--- src/rtl/gpi_rx_pkg.sv ---
// Shared types and defaults for the GPI receive conditioner.
package gpi_rx_pkg;

    localparam int SYNC_STAGES_DEF = 2;
    localparam int DEB_W_DEF       = 16;

    // state       | meaning
    // DISABLED    | receiver off, level held, no pulses
    // SETTLE      | pad just enabled, synchroniser flushing gated zeros
    // STABLE      | level valid, watching for a difference
    // QUALIFY     | difference seen, counting confirming cycles
    typedef enum logic [1:0] {
        ST_DISABLED = 2'd0,
        ST_SETTLE   = 2'd1,
        ST_STABLE   = 2'd2,
        ST_QUALIFY  = 2'd3
    } gpi_rx_state_e;

    // Pad Schmitt-trigger select encodings.
    typedef enum logic [1:0] {
        STE_OFF  = 2'b00,
        STE_LOW  = 2'b01,
        STE_HIGH = 2'b10,
        STE_BOTH = 2'b11
    } gpi_rx_ste_e;

endpackage

--- src/rtl/gpi_rx_sync.sv ---
// Multi-flop synchroniser; resets to 1 to match the pad pull-up idle level.
module gpi_rx_sync #(
    parameter int STAGES = 2
) (
    input  logic clk_i,
    input  logic rstn_i,
    input  logic d_i,
    output logic q_o
);

    logic [STAGES-1:0] chain;

    // Shift the asynchronous pad bit through the flop chain.
    always_ff @(posedge clk_i or negedge rstn_i) begin
        if (!rstn_i) begin
            chain <= '1;
        end else begin
            chain <= {chain[STAGES-2:0], d_i};
        end
    end

    assign q_o = chain[STAGES-1];

endmodule

--- src/rtl/gpi_rx_conditioner.sv ---
// GPI pad receive conditioner: synchronise, debounce, edge-detect.
// Optional sticky interrupt when GPI_RX_IRQ_EN is defined.
module gpi_rx_conditioner
    import gpi_rx_pkg::*;
#(
    parameter int SYNC_STAGES = SYNC_STAGES_DEF,
    parameter int DEB_W       = DEB_W_DEF
) (
    input  logic             clk_i,
    input  logic             rstn_i,
    input  logic             en_i,
    input  logic [1:0]       ste_cfg_i,
    input  logic [DEB_W-1:0] deb_limit_i,
    output logic             pad_ie_o,
    output logic [1:0]       pad_ste_o,
    input  logic [1:0]       pad_di_i,
`ifdef GPI_RX_IRQ_EN
    input  logic             rise_ie_i,
    input  logic             fall_ie_i,
    input  logic             irq_clr_i,
    output logic             irq_o,
`endif
    output logic             level_o,
    output logic             rise_o,
    output logic             fall_o
);

    localparam int SW = $clog2(SYNC_STAGES + 1) + 1;
    localparam logic [SW-1:0] SETTLE_LAST = SW'(SYNC_STAGES);

    gpi_rx_state_e    state_q, state_d;
    logic [SW-1:0]    settle_q, settle_d;
    logic [DEB_W-1:0] deb_q, deb_d;
    logic             level_d, rise_d, fall_d;
    logic             sync_di;
    logic             pad_di_unused;

    // Pad bit 1 carries nothing useful for this receiver.
    assign pad_di_unused = pad_di_i[1];

    gpi_rx_sync #(
        .STAGES (SYNC_STAGES)
    ) u_sync (
        .clk_i  (clk_i),
        .rstn_i (rstn_i),
        .d_i    (pad_di_i[0]),
        .q_o    (sync_di)
    );

    // Pad control outputs, one cycle behind their configuration inputs.
    always_ff @(posedge clk_i or negedge rstn_i) begin
        if (!rstn_i) begin
            pad_ie_o  <= 1'b0;
            pad_ste_o <= STE_OFF;
        end else begin
            pad_ie_o  <= en_i;
            pad_ste_o <= ste_cfg_i;
        end
    end

    // FSM state, counters and registered level/pulse outputs.
    always_ff @(posedge clk_i or negedge rstn_i) begin
        if (!rstn_i) begin
            state_q  <= ST_DISABLED;
            settle_q <= '0;
            deb_q    <= '0;
            level_o  <= 1'b1;
            rise_o   <= 1'b0;
            fall_o   <= 1'b0;
        end else begin
            state_q  <= state_d;
            settle_q <= settle_d;
            deb_q    <= deb_d;
            level_o  <= level_d;
            rise_o   <= rise_d;
            fall_o   <= fall_d;
        end
    end

    // Next-state logic; disable overrides everything and drops any pending qualify.
    always_comb begin
        state_d  = state_q;
        settle_d = settle_q;
        deb_d    = deb_q;
        level_d  = level_o;
        rise_d   = 1'b0;
        fall_d   = 1'b0;
        if (!en_i) begin
            state_d = ST_DISABLED;
        end else begin
            case (state_q)
                ST_DISABLED: begin
                    state_d  = ST_SETTLE;
                    settle_d = '0;
                end
                ST_SETTLE: begin
                    // Level is adopted silently once gated zeros have flushed.
                    if (settle_q >= SETTLE_LAST) begin
                        level_d = sync_di;
                        state_d = ST_STABLE;
                    end else begin
                        settle_d = settle_q + 1'b1;
                    end
                end
                ST_STABLE: begin
                    if (sync_di != level_o) begin
                        state_d = ST_QUALIFY;
                        deb_d   = '0;
                    end
                end
                ST_QUALIFY: begin
                    // >= so that lowering the limit mid-count accepts promptly.
                    if (sync_di == level_o) begin
                        state_d = ST_STABLE;
                    end else if (deb_q >= deb_limit_i) begin
                        level_d = sync_di;
                        rise_d  = sync_di;
                        fall_d  = !sync_di;
                        state_d = ST_STABLE;
                    end else begin
                        deb_d = deb_q + 1'b1;
                    end
                end
                default: state_d = ST_DISABLED;
            endcase
        end
    end

`ifdef GPI_RX_IRQ_EN
    // Sticky interrupt; a new enabled edge wins over a simultaneous clear.
    always_ff @(posedge clk_i or negedge rstn_i) begin
        if (!rstn_i) begin
            irq_o <= 1'b0;
        end else begin
            irq_o <= (rise_o & rise_ie_i) | (fall_o & fall_ie_i) | (irq_o & ~irq_clr_i);
        end
    end
`endif

endmodule

--- config.mk ---
export PLATFORM = sky130hd
export DESIGN_NAME = gpi_rx_conditioner
export DESIGN_NICKNAME = d
export VERILOG_FILES = /design/src/rtl/gpi_rx_pkg.sv /design/src/rtl/gpi_rx_sync.sv /design/src/rtl/gpi_rx_conditioner.sv
export SDC_FILE = /design/constraint.sdc
export NUM_CORES = 1
export LEC_CHECK = 0
export ABC_AREA = 1
export CAP_MARGIN = 25
export CORE_MARGIN = 8
export CORE_UTILIZATION = 40
export DETAILED_ROUTE_END_ITERATION = 12
export PLACE_DENSITY = 0.7
export SLEW_MARGIN = 10
export SYNTH_ARGS = -nofsm -noshare
export SYNTH_HDL_FRONTEND = slang
export SYNTH_SLANG_ARGS = --single-unit
--- constraint.sdc ---
create_clock -name clk_i -period 4.2 [get_ports clk_i]
set_input_delay 0.63 -clock clk_i [delete_from_list [all_inputs] [get_ports clk_i]]
set_output_delay 0.63 -clock clk_i [all_outputs]
set_load 0.05 [all_outputs]
==> impl_summary.md <==
Run status
The flow ran to the end, and the final reports show no timing, DRC or antenna violations.

Critical path
Traced cell by cell, the critical path runs through clkdlybuf4s50_1, inv_1, ha_1, nand2_1, nor2_1, nor2_1, nand2_1, nand2_1, nand2_1, nand2_1, nand2_1, nand2_2, nand2_4, inv_2, nand2_1, nand2_1. The setup path with the least slack is of type input pin to flip-flop. The worst setup path is launched from an input pin. The buffers plus inverters on the worst setup path is 3. Along the worst path, the maximum fanout reaches 22. STA puts the critical path data required time at 4.38 ns.

Data arrives at the worst endpoint at 2.60 ns. For this design, the slowest cell found on the critical path is clkdlybuf4s50_1. The maximum single-stage delay on the critical path is 0.45 ns.

The element type at the critical path end is a flip-flop. By instance count, the cell type seen most on the critical path is nand2_1. The cell class contributing the biggest share of worst-path delay is simple AND/OR/NAND/NOR gates.

Floorplanning
The starting density of the core is 41.8%. The placement row count is 25. The core region is 0.00479 mm2. The full die area is 0.00751 mm2.

During I/O placement, the number of pins put on the boundary was 29. The die extent in y is 86.7 um. The floorplan step set the die width to 86.7 um.

Layout
After routing the design area is 0.00242 mm2. The number of nets in the layout is 337. Cells with a size suffix above 1 make up 9.12% of the layout.

The final core utilization is 50.6%. The area added between synthesis and finish is 21.2%. The repair_antennas step left the layout with diodes totalling 0.

The fill cell instance count of the final layout is 464.

CTS
The insertion delay to the later sink of the worst-skew pair is 0.29 ns. The clock tree synthesis step divided the H-tree into 2 levels. Buffers inserted during clock tree synthesis total 5. In this run, post-CTS repair resized a total of 0 instances. The number of sinks handled by clock tree synthesis is 29. The deepest clock path buffer count is 2. The clock tree from TritonCTS is yes. In this run the clock root is driven by a clkbuf_8.

The quantity of hold-fixing buffers added after cts is 0. After clock tree synthesis, the clock-pin slew on the worst setup and hold paths is 0.06 ns. The number of setup buffers added after CTS is 0.

Detailed routing
The final route contains 1661 vias. For this run, the detailed router's first-pass iteration total came to 4. In this run the remaining antenna-violating nets after routing total 0. The initial detailed-routing violation count is 78.

The final wirelength is 4.04 mm. The average vias per placed instance is 4.58. The average routed wire per standard cell is 11.1 um. The detailed-route DRC error count is 0.

Yosys
The Yosys warning count is 0. Of all flip-flops after synthesis, the portion carrying an async set or reset was 100%. Sorting the synthesized cells by how often they occur yields nand2_1, nor2_1, inv_1, dfrtp_1, ha_1. In the synthesized netlist, the number of instances is 264. By area the synthesized netlist is led by dfrtp_1, nand2_1, ha_1.

The top flip-flop cell by instance count after synthesis is dfrtp_1. The number of nets handed over by synthesis was 306. The netlist uses 29 different library cells.

The share of the Yosys chip area taken by registers is 36.5%. The number of register bits inferred by synthesis is 29. The top cell type by total area after synthesis is dfrtp_1.

The average cell area after synthesis is 7.57 um2. In the post-synthesis netlist, the cell with the most instances is nand2_1. The top-area cell type share of the netlist area is 32.6%.

Yosys mapped a number of flops with a built-in enable equal to 0. Summing every instance area after synthesis gives 0.00200 mm2.

Global route
The via count of the first global-routing pass is 1704. The number of antenna violations at the first check in global routing is 0. The first global-routing pass estimated 7.43 mm of wire.

The pin count of the biggest net entering global routing is 23. Global routing used 12.4% of the available tracks. The total global routing overflow is 0.

Power
Power spread over the standard cell area amounts to 334 mW/mm2. VDD sags by at most 272 uV. The leakage power is 1.17 nW.

STA
Setup repair after global routing left no endpoint under its margin. The number of slew-limit violations in the final report came to 0. The clock tree skew after final layout is 0.00631 ns. After layout, the worst path uses 57.6% of the clock period. The final period demand of the worst path is 2.42 ns.

The accumulated negative setup slack is 0 ns. Setup violations remaining at the end of the flow were counted as 0. The slew at the pin with the worst max-slew slack is 0.538 ns. The number of hold violations in the final report was 0.

The achievable clock frequency is 0.413 GHz. The worst slew margin relative to its limit is 64.0%.

Job
The number of maximum-capacitance constraint violations is 0.

Placement
Routability-driven placement finished with a final weighted congestion of 0.856. The HPWL after detailed placement is 3.08 mm. The count of buffers added on input and output ports is 27. After detailed placement, the total cell area comes to 0.00232 mm2.

Min path
The tightest min-delay check is of the flip-flop to flip-flop type.
==> cell families after synthesis <==
| family | count (synthesis) | share of synthesized area (%) |
|---|---|---|
| AOI/OAI and AO/OA | 22 | 6.26 |
| xor gates and xnor gates | 13 | 5.70 |
| adders and majority gates | 19 | 11.9 |
| buffers and inverters | 37 | 8.20 |
| DFF | 29 | 36.5 |
| and+or+nand+nor | 144 | 31.4 |
==> through the flow <==
stage                     hold WS [ns]  std cells  power [mW]  setup slack (ns)
final                            0.357        363       0.808              1.78
after global routing             0.362        363       0.867              1.54
after CTS                        0.359        363       0.819              1.77
after detailed placement         0.350        355       0.558              1.47
after global placement           0.349        355       0.553              1.50
after floorplan                  0.334        264       0.497              2.28
==> cell usage in the layout (no fill, tap or decap), types with 2 or more instances in the layout <==
| cell type | synthesis | final |
|---|---|---|
| ha_1 | 19 | 19 |
| o21ai_0 | 7 | 7 |
| nand3_1 | 12 | 12 |
| nand2_2 | 3 | 3 |
| nor3_1 | 3 | 3 |
| dfstp_2 | 3 | 3 |
| xnor2_1 | 4 | 4 |
| o21ai_2 | 3 | 3 |
| nor2_1 | 33 | 33 |
| clkdlybuf4s50_1 | 0 | 27 |
| o21ai_1 | 2 | 2 |
| nand4_1 | 2 | 2 |
| xor2_1 | 9 | 9 |
| dfrtp_1 | 26 | 26 |
| nand2_1 | 83 | 83 |
| clkbuf_8 | 0 | 7 |
| inv_1 | 32 | 32 |
| nand3_2 | 2 | 2 |
| a21oi_1 | 8 | 8 |
| nor3_2 | 2 | 2 |
==> final cells by class <==
class	instances	area, um2	share of cell area [%]
tap	67	83.8	3.46
inverter	33	124	5.12
clock inverter	1	5.00	0.207
multi-input combinational	198	1100	45.6
timing repair buffer	28	278	11.5
clock buffer	7	96.3	3.98
sequential	29	729	30.1
==> path summary, 6_finish.rpt <==
path / slack, ns / from / to / depth (start not counted)
setup / recovery: 1.78 / deb_limit_i[3] / deb_q[7] / 16
min in group asynchronous: 0.69 / rstn_i / deb_q[2] / 1
hold reg to reg: 0.36 / u_sync.chain[0] / u_sync.chain[1] / 0
hold / removal: 0.36 / u_sync.chain[0] / u_sync.chain[1] / 0
max in group asynchronous: 2.80 / rstn_i / u_sync.chain[0] / 2
setup reg to reg: 2.12 / deb_q[3] / deb_q[7] / 14
==> worst reg2reg max path: stages, from the launching register on <==
cell	delay (ns)
dfrtp_1	0.45
ha_1	0.33
nand2_1	0.07
nor2_1	0.11
nor2_1	0.05
nand2_1	0.05
nand2_1	0.05
nand2_1	0.09
nand2_1	0.08
nand2_1	0.08
nand2_2	0.09
nand2_4	0.23
inv_2	0.17
nand2_1	0.09
nand2_1	0.04
==> state kept, by name, indices dropped and copies added (netlist names), 2 cells and up <==
name and flops:
deb_q 16, settle_q 3, pad_ste_o 2, state_q 2, u_sync.chain 2
==> layer usage <==
metal	up-vias	GRT usage, %	share of wire, %
li1	893	-	-
met1	734	14.4	48
met2	27	19.9	44
met3	7	5.10	6.4
met4	0	4.23	1.4
met5	-	0	0
==> where the power goes <==
group	internal, mW	switching (mW)	total, mW
clock	0.148	0.109	0.257
combinational	0.0777	0.126	0.204
sequential	0.311	0.0361	0.347
Note: power is estimated with default switching activity, not from simulation.
